## config.mk

```make
export PLATFORM = sky130hd
export DESIGN_NAME = csr_regfile
export DESIGN_NICKNAME = d
export VERILOG_FILES = /design/src/rtl/csr_regfile.sv
export SDC_FILE = /design/constraint.sdc
export NUM_CORES = 1
export LEC_CHECK = 0
export ABC_AREA = 1
export BUFFER_PORTS_ARGS = -buffer_cell sky130_fd_sc_hd__buf_2
export CORE_UTILIZATION = 37
export DETAILED_ROUTE_END_ITERATION = 10
export HOLD_SLACK_MARGIN = 0.12
export MAX_ROUTING_LAYER = met4
export PLACE_DENSITY = 0.63
export SYNTH_ARGS = -nofsm -noshare
export SYNTH_HDL_FRONTEND = slang
export SYNTH_SLANG_ARGS = --single-unit
export TNS_END_PERCENT = 5
```

## constraint.sdc

```tcl
create_clock -name clk -period 3.4 [get_ports clk]
set_clock_uncertainty 0.2 [all_clocks]
set_input_delay 0.17 -clock clk [delete_from_list [all_inputs] [get_ports clk]]
set_output_delay 0.17 -clock clk [all_outputs]
set_load 0.01 [all_outputs]
```

## src/rtl/csr_regfile.sv

```systemverilog
`default_nettype none
// csr_regfile: LoongArch-style CSR file covering exception entry/return state,
// interrupt status/enable, a countdown timer and the TLB search index register.
module csr_regfile (
   input  logic        clk,
   input  logic        resetn,
   input  logic        csr_re,
   input  logic [13:0] csr_num,
   input  logic        csr_we,
   input  logic [31:0] csr_wmask,
   input  logic [31:0] csr_wvalue,
   output logic [31:0] csr_rvalue,
   input  logic        wb_ex,
   input  logic        ertn_flush,
   input  logic [5:0]  wb_ecode,
   input  logic [8:0]  wb_esubcode,
   input  logic [31:0] wb_pc,
   input  logic [31:0] wb_vaddr,
   input  logic        tlbsrch_we,
   input  logic        tlbsrch_hit,
   input  logic [3:0]  tlbsrch_hit_index,
   input  logic [7:0]  hw_int_in,
   output logic        has_int,
   output logic [31:0] ex_entry,
   output logic [31:0] ertn_pc,
   output logic [3:0]  csr_tlbidx_index
);

   localparam logic [13:0] CSR_CRMD   = 14'h000;
   localparam logic [13:0] CSR_PRMD   = 14'h001;
   localparam logic [13:0] CSR_ECFG   = 14'h004;
   localparam logic [13:0] CSR_ESTAT  = 14'h005;
   localparam logic [13:0] CSR_ERA    = 14'h006;
   localparam logic [13:0] CSR_BADV   = 14'h007;
   localparam logic [13:0] CSR_EENTRY = 14'h00C;
   localparam logic [13:0] CSR_TLBIDX = 14'h010;
   localparam logic [13:0] CSR_SAVE0  = 14'h030;
   localparam logic [13:0] CSR_SAVE1  = 14'h031;
   localparam logic [13:0] CSR_SAVE2  = 14'h032;
   localparam logic [13:0] CSR_SAVE3  = 14'h033;
   localparam logic [13:0] CSR_TID    = 14'h040;
   localparam logic [13:0] CSR_TCFG   = 14'h041;
   localparam logic [13:0] CSR_TVAL   = 14'h042;
   localparam logic [13:0] CSR_TICLR  = 14'h044;

   localparam logic [5:0]  ECODE_PIL  = 6'h01;
   localparam logic [5:0]  ECODE_PIS  = 6'h02;
   localparam logic [5:0]  ECODE_PIF  = 6'h03;
   localparam logic [5:0]  ECODE_PME  = 6'h04;
   localparam logic [5:0]  ECODE_PPI  = 6'h07;
   localparam logic [5:0]  ECODE_ADE  = 6'h08;
   localparam logic [5:0]  ECODE_ALE  = 6'h09;
   localparam logic [5:0]  ECODE_TLBR = 6'h3F;

   localparam logic [12:0] ECFG_LIE_MASK = 13'h1BFF;

   logic [1:0]  crmd_plv_q,     crmd_plv_d;
   logic        crmd_ie_q,      crmd_ie_d;
   logic        crmd_da_q,      crmd_da_d;
   logic [1:0]  prmd_pplv_q,    prmd_pplv_d;
   logic        prmd_pie_q,     prmd_pie_d;
   logic [12:0] ecfg_lie_q,     ecfg_lie_d;
   logic [1:0]  estat_swi_q,    estat_swi_d;
   logic [7:0]  estat_hwi_q,    estat_hwi_d;
   logic        estat_ti_q,     estat_ti_d;
   logic [5:0]  estat_ecode_q,  estat_ecode_d;
   logic [8:0]  estat_esub_q,   estat_esub_d;
   logic [31:0] era_q,          era_d;
   logic [31:0] badv_q,         badv_d;
   logic [25:0] eentry_va_q,    eentry_va_d;
   logic [3:0]  tlbidx_index_q, tlbidx_index_d;
   logic        tlbidx_ne_q,    tlbidx_ne_d;
   logic [31:0] save_q [4];
   logic [31:0] save_d [4];
   logic [31:0] tid_q,          tid_d;
   logic        tcfg_en_q,      tcfg_en_d;
   logic        tcfg_periodic_q, tcfg_periodic_d;
   logic [29:0] tcfg_initval_q, tcfg_initval_d;
   logic [31:0] tval_q,         tval_d;

   logic [12:0] estat_is;
   logic [31:0] crmd_rd;
   logic [31:0] prmd_rd;
   logic [31:0] ecfg_rd;
   logic [31:0] estat_rd;
   logic [31:0] eentry_rd;
   logic [31:0] tlbidx_rd;
   logic [31:0] tcfg_rd;

   logic        wr_en;
   logic [31:0] wr_data;
   logic        tcfg_wr;
   logic        ticlr_wr;
   logic        timer_fire;
   logic        unused_ok;

   assign unused_ok = csr_re;

   assign estat_is  = {1'b0, estat_ti_q, 1'b0, estat_hwi_q, estat_swi_q};
   assign crmd_rd   = {28'd0, crmd_da_q, crmd_ie_q, crmd_plv_q};
   assign prmd_rd   = {29'd0, prmd_pie_q, prmd_pplv_q};
   assign ecfg_rd   = {19'd0, ecfg_lie_q};
   assign estat_rd  = {1'b0, estat_esub_q, estat_ecode_q, 3'b000, estat_is};
   assign eentry_rd = {eentry_va_q, 6'd0};
   assign tlbidx_rd = {tlbidx_ne_q, 27'd0, tlbidx_index_q};
   assign tcfg_rd   = {tcfg_initval_q, tcfg_periodic_q, tcfg_en_q};

   always_comb begin
      csr_rvalue = 32'd0;
      case (csr_num)
         CSR_CRMD:   csr_rvalue = crmd_rd;
         CSR_PRMD:   csr_rvalue = prmd_rd;
         CSR_ECFG:   csr_rvalue = ecfg_rd;
         CSR_ESTAT:  csr_rvalue = estat_rd;
         CSR_ERA:    csr_rvalue = era_q;
         CSR_BADV:   csr_rvalue = badv_q;
         CSR_EENTRY: csr_rvalue = eentry_rd;
         CSR_TLBIDX: csr_rvalue = tlbidx_rd;
         CSR_SAVE0:  csr_rvalue = save_q[0];
         CSR_SAVE1:  csr_rvalue = save_q[1];
         CSR_SAVE2:  csr_rvalue = save_q[2];
         CSR_SAVE3:  csr_rvalue = save_q[3];
         CSR_TID:    csr_rvalue = tid_q;
         CSR_TCFG:   csr_rvalue = tcfg_rd;
         CSR_TVAL:   csr_rvalue = tval_q;
         default:    csr_rvalue = 32'd0;
      endcase
   end

   // The read mux already holds the addressed register, so one masked merge
   // serves every writable CSR; TICLR reads 0, leaving just the masked wvalue.
   assign wr_en      = csr_we & ~wb_ex & ~ertn_flush;
   assign wr_data    = (csr_rvalue & ~csr_wmask) | (csr_wvalue & csr_wmask);
   assign tcfg_wr    = wr_en && (csr_num == CSR_TCFG);
   assign ticlr_wr   = wr_en && (csr_num == CSR_TICLR) && wr_data[0];
   assign timer_fire = !tcfg_wr && tcfg_en_q && (tval_q == 32'd1);

   always_comb begin
      crmd_plv_d      = crmd_plv_q;
      crmd_ie_d       = crmd_ie_q;
      crmd_da_d       = crmd_da_q;
      prmd_pplv_d     = prmd_pplv_q;
      prmd_pie_d      = prmd_pie_q;
      ecfg_lie_d      = ecfg_lie_q;
      estat_swi_d     = estat_swi_q;
      estat_hwi_d     = hw_int_in;
      estat_ti_d      = estat_ti_q;
      estat_ecode_d   = estat_ecode_q;
      estat_esub_d    = estat_esub_q;
      era_d           = era_q;
      badv_d          = badv_q;
      eentry_va_d     = eentry_va_q;
      tlbidx_index_d  = tlbidx_index_q;
      tlbidx_ne_d     = tlbidx_ne_q;
      save_d          = save_q;
      tid_d           = tid_q;
      tcfg_en_d       = tcfg_en_q;
      tcfg_periodic_d = tcfg_periodic_q;
      tcfg_initval_d  = tcfg_initval_q;
      tval_d          = tval_q;

      if (wr_en) begin
         case (csr_num)
            CSR_CRMD: begin
               crmd_plv_d = wr_data[1:0];
               crmd_ie_d  = wr_data[2];
               crmd_da_d  = wr_data[3];
            end
            CSR_PRMD: begin
               prmd_pplv_d = wr_data[1:0];
               prmd_pie_d  = wr_data[2];
            end
            CSR_ECFG:   ecfg_lie_d  = wr_data[12:0] & ECFG_LIE_MASK;
            CSR_ESTAT:  estat_swi_d = wr_data[1:0];
            CSR_ERA:    era_d       = wr_data;
            CSR_BADV:   badv_d      = wr_data;
            CSR_EENTRY: eentry_va_d = wr_data[31:6];
            CSR_TLBIDX: begin
               tlbidx_index_d = wr_data[3:0];
               tlbidx_ne_d    = wr_data[31];
            end
            CSR_SAVE0:  save_d[0]   = wr_data;
            CSR_SAVE1:  save_d[1]   = wr_data;
            CSR_SAVE2:  save_d[2]   = wr_data;
            CSR_SAVE3:  save_d[3]   = wr_data;
            CSR_TID:    tid_d       = wr_data;
            CSR_TCFG: begin
               tcfg_en_d       = wr_data[0];
               tcfg_periodic_d = wr_data[1];
               tcfg_initval_d  = wr_data[31:2];
            end
            default: ;
         endcase
      end

      if (tlbsrch_we) begin
         if (tlbsrch_hit) begin
            tlbidx_index_d = tlbsrch_hit_index;
            tlbidx_ne_d    = 1'b0;
         end else begin
            tlbidx_ne_d    = 1'b1;
         end
      end

      if (wb_ex) begin
         prmd_pplv_d   = crmd_plv_q;
         prmd_pie_d    = crmd_ie_q;
         crmd_plv_d    = 2'd0;
         crmd_ie_d     = 1'b0;
         estat_ecode_d = wb_ecode;
         estat_esub_d  = wb_esubcode;
         era_d         = wb_pc;
         if (wb_ecode == ECODE_TLBR) begin
            crmd_da_d = 1'b1;
         end
         case (wb_ecode)
            ECODE_ADE: badv_d = wb_pc;
            ECODE_ALE, ECODE_TLBR, ECODE_PIL, ECODE_PIS,
            ECODE_PIF, ECODE_PME, ECODE_PPI: badv_d = wb_vaddr;
            default: ;
         endcase
      end else if (ertn_flush) begin
         crmd_plv_d = prmd_pplv_q;
         crmd_ie_d  = prmd_pie_q;
      end

      // A reload only follows an expiry; a one-shot timer parks at zero.
      if (tcfg_wr) begin
         tval_d = {wr_data[31:2], 2'b00};
      end else if (tcfg_en_q) begin
         if (tval_q != 32'd0) begin
            tval_d = tval_q - 32'd1;
         end else if (tcfg_periodic_q) begin
            tval_d = {tcfg_initval_q, 2'b00};
         end
      end

      if (timer_fire) begin
         estat_ti_d = 1'b1;
      end else if (ticlr_wr) begin
         estat_ti_d = 1'b0;
      end
   end

   always_ff @(posedge clk or negedge resetn) begin
      if (!resetn) begin
         crmd_plv_q      <= 2'd0;
         crmd_ie_q       <= 1'b0;
         crmd_da_q       <= 1'b1;
         prmd_pplv_q     <= 2'd0;
         prmd_pie_q      <= 1'b0;
         ecfg_lie_q      <= 13'd0;
         estat_swi_q     <= 2'd0;
         estat_hwi_q     <= 8'd0;
         estat_ti_q      <= 1'b0;
         estat_ecode_q   <= 6'd0;
         estat_esub_q    <= 9'd0;
         era_q           <= 32'd0;
         badv_q          <= 32'd0;
         eentry_va_q     <= 26'd0;
         tlbidx_index_q  <= 4'd0;
         tlbidx_ne_q     <= 1'b0;
         for (int i = 0; i < 4; i++) begin
            save_q[i] <= 32'd0;
         end
         tid_q           <= 32'd0;
         tcfg_en_q       <= 1'b0;
         tcfg_periodic_q <= 1'b0;
         tcfg_initval_q  <= 30'd0;
         tval_q          <= 32'd0;
      end else begin
         crmd_plv_q      <= crmd_plv_d;
         crmd_ie_q       <= crmd_ie_d;
         crmd_da_q       <= crmd_da_d;
         prmd_pplv_q     <= prmd_pplv_d;
         prmd_pie_q      <= prmd_pie_d;
         ecfg_lie_q      <= ecfg_lie_d;
         estat_swi_q     <= estat_swi_d;
         estat_hwi_q     <= estat_hwi_d;
         estat_ti_q      <= estat_ti_d;
         estat_ecode_q   <= estat_ecode_d;
         estat_esub_q    <= estat_esub_d;
         era_q           <= era_d;
         badv_q          <= badv_d;
         eentry_va_q     <= eentry_va_d;
         tlbidx_index_q  <= tlbidx_index_d;
         tlbidx_ne_q     <= tlbidx_ne_d;
         save_q          <= save_d;
         tid_q           <= tid_d;
         tcfg_en_q       <= tcfg_en_d;
         tcfg_periodic_q <= tcfg_periodic_d;
         tcfg_initval_q  <= tcfg_initval_d;
         tval_q          <= tval_d;
      end
   end

   assign has_int          = crmd_ie_q & |(estat_is & ecfg_lie_q);
   assign ex_entry         = eentry_rd;
   assign ertn_pc          = era_q;
   assign csr_tlbidx_index = tlbidx_index_q;

endmodule
`default_nettype wire
```

==> key figures <==
Routing
  – DRT antenna net count: 0
  – Residual DRC: 0
  – DR pass1 iterations: 6
  – DR iter-0 viols: 3015
  – Avg WL per Cell: 21.7 um
  – Vias: 23641
  – Via density: 5.55
  – DRT Wirelength: 92700 um

Placed design
  – Post-Place Worst Slack: 561 ps
  – Routability cong.: 1.01
  – Placed cell areas: 23200 um^2
  – HPWL after DPL: 64400 um
  – Buffers added on ports: 270

Clock network
  – Clock latency at the later pin of the worst-skew pair: 590 ps
  – # clock sinks: 364
  – Depth of the CTS H-tree: 2
  – CTS max path bufs: 3
  – CTS root buffer: clkbuf_16
  – # Post-CTS Setup Buffers: 0
  – CTS buffer count: 42
  – Clock Pin Slew Worst Setup and Hold Paths: 60 ps
  – CTS tree: yes

Global route
  – Total GRT Usage: 0.333
  – GRT overflow: 0
  – Number of global-route vias before repair: 22575
  – Initial antenna violation count: 2
  – Largest net degree at the start of global routing: 148
  – First-pass GRT wire length: 139000 um

Yosys
  – Yosys top cell area share: 0.436
  – Synth Register Bits: 364
  – Synth cell types: 50
  – Synth area leaders: dfrtp_1 44%, nand2_1 13%, nand3_1 8.7%
  – EDFF count, synth: 0
  – Register area share after synthesis: 0.437
  – Synth Flop Type: dfrtp_1
  – Mapped Area: 20800 um^2
  – Area leader, netlist: dfrtp_1
  – Syn_area_per_cell: 7.23 um^2
  – Post-synthesis instance total: 2881
  – Asr flop ratio synth: 1.00
  – Synth warnings: 0

Setup path
  – Critical path arrival: 3640 ps
  – CP dominant cell by count: nand3_1
  – Cell family with most CP delay: simple AND/OR/NAND/NOR gates
  – Startpoint types: input pin
  – CP max stage delay: 560 ps
  – Critical Path RT: 3720 ps
  – Crit Path Class: in2reg
  – Reg2Reg Depth: 10
  – Buf/Inv on CP: 4
  – CP Capture Type: flip-flop
  – Instance count on the critical path: 13
  – CP max FO: 15
  – Crit-path cells: dlygate4sd3_1, buf_2, nor2_1, nand2_2, nor2_4, buf_4, nand3_1, nand3_1, nor2_1, nand3_1, nand2_1, a21oi_1, dlygate4sd3_1
  – Slowest-stage cell, CP: dlygate4sd3_1

Finish
  – Commonest non-fill, non-tap cell in the layout: nand2_1
  – Layout fillers: 5350
  – Commonest non-fill, non-tap cells in the layout: 739 x nand2_1, 363 x dfrtp_1, 362 x nand3_1
  – Share of layout cells above drive strength 1: 0.145
  – Nets: 3660
  – Layout area overhead: 35.5%
  – Fin area: 28200 um^2

STA
  – Max Clk Rate: 301 MHz
  – Final setup margin: 73.1 ps
  – Final min period: 3330 ps
  – Hold WS: 166 ps
  – Final Hold Viols: 0
  – Worst-margin pin slew: 719 ps
  – Fin. max-slew vios: 0
  – RSZ-0062 raised after global routing: true
  – Setup TNS: 0 ps
  – Tcrit/Tclk final: 0.979
  – Final setup viols: 0
  – Max transition margin: 0.519

Worst hold path
  – Worst min path class: in2reg
  – WHS Path Cells: 6

Floorplan
  – Starting Density: 0.377
  – DIE HEIGHT: 239 um
  – I/O pin count: 278
  – Rows: 86
  – Die footprint: 57300 um^2
  – Die Width: 239 um
  – Core area: 55300 um^2

Pwr
  – PD cells: 385 nW/um^2
  – Tot Pwr: 0.0109 W
  – Static Leakage: 13.5 nW
  – Worst VDD drop: 304 uV

Outcome
  – Result of the run: completed

Flow run
  – Max-Cap Viols: 0
## state kept, by name, summed over array words and instances (netlist names), 2 cells and up
register,count
save_q,128
badv_q,32
ertn_pc,32
tid_q,32
tval_q,32
tcfg_initval_q,30
eentry_va_q,26
ecfg_lie_q,12
estat_esub_q,9
estat_hwi_q,8
estat_ecode_q,6
csr_tlbidx_index,4
crmd_plv_q,2
estat_swi_q,2
prmd_pplv_q,2
## what timing repair did
action                                 4_1_cts  5_1_grt
endpoints found under the hold margin      685        0
resized for setup                            0        8
hold buffers                               358        0
setup endpoints to repair                    0       39
## Yosys cell counts (all sizes together) (2+ instances only)
| cell | n |
|---|---|
| nand3 | 365 |
| dfrtp | 363 |
| a22o | 3 |
| nand4 | 53 |
| a221oi | 9 |
| and3 | 12 |
| nor3 | 9 |
| o22ai | 14 |
| ha | 3 |
| buf | 69 |
| xnor2 | 3 |
| or2 | 36 |
| and2 | 2 |
| a2bb2oi | 11 |
| o2111ai | 8 |
| a21oi | 96 |
| nand3b | 5 |
| nor2 | 274 |
| a31oi | 34 |
| a211oi | 3 |
| nor3b | 9 |
| o21ai | 338 |
| xor2 | 13 |
| o221ai | 5 |
| o21bai | 3 |
| a22oi | 35 |
| o211ai | 12 |
| inv | 234 |
| clkbuf | 91 |
| nand2 | 756 |
| o2111a | 8 |
## worst register-to-register path, cell delays in order (launching register included)
cell	delay, ps
dfrtp_1	460
nor2_1	220
nand2_1	100
nor2_1	240
nand2_1	180
nor2_1	390
nand2_1	150
o21ai_0	180
nand3_1	110
o211ai_1	110
nand3_1	100
## path summary, 6_finish.rpt
| check | to | start | slack, ps |
|---|---|---|---|
| setup / recovery | ertn_pc[11] | csr_num[5] | 70 |
| hold / removal | prmd_pplv_q[1] | csr_num[1] | 170 |
| setup reg to reg | tval_q[25] | tval_q[5] | 830 |
| hold reg to reg | save_q[75] | save_q[75] | 290 |
| max in group asynchronous | save_q[38] | resetn | 1950 |
| min in group asynchronous | crmd_da_q | resetn | 550 |
## report_power, final
part / switching, W / leakage (nW) / internal [W]
Sequential: 0.000133 / 4.77 / 0.00451
Clock: 0.00197 / 0.705 / 0.00281
Combinational: 0.000752 / 8.06 / 0.000690
## per-stage QoR
| stage | utilization | instances |
|---|---|---|
| after floorplan | - | 2886 |
| after global placement | 0.419 | 3826 |
| after detailed placement | 0.419 | 3826 |
| after CTS | 0.510 | 4261 |
| after global routing | 0.510 | 4262 |
| final | 0.510 | 4262 |
## cell type report
cell class | count | area (um^2) | area share
Antenna cell | 1 | 2.50 | 0.0000886
Clock buffer | 66 | 1320 | 0.0466
Clock inverter | 11 | 111 | 0.00394
Inverter | 235 | 882 | 0.0312
Multi-Input combinational cell | 2127 | 10200 | 0.360
Sequential cell | 364 | 9110 | 0.323
Tap cell | 748 | 936 | 0.0332
Timing Repair Buffer | 710 | 5720 | 0.202
## cells by family (layout without fill, tap and decap cells)
kind of cell | Yosys count | after routing | synth area share
compound gates | 580 | 580 | 0.158
xor+xnor | 16 | 16 | 0.00673
fa+ha+maj | 3 | 3 | 0.00180
buf+inv | 395 | 1022 | 0.0778
flops | 364 | 364 | 0.437
other cells | 1 | 7 | 0.000180
simple gates | 1522 | 1522 | 0.319
## routing by layer
metal,global-route usage,part of all wire
met5,-,0
met4,0.155,0.049
met3,0.0607,0.099
met2,0.488,0.44
met1,0.444,0.42
Power figures use the tool's default switching activity.
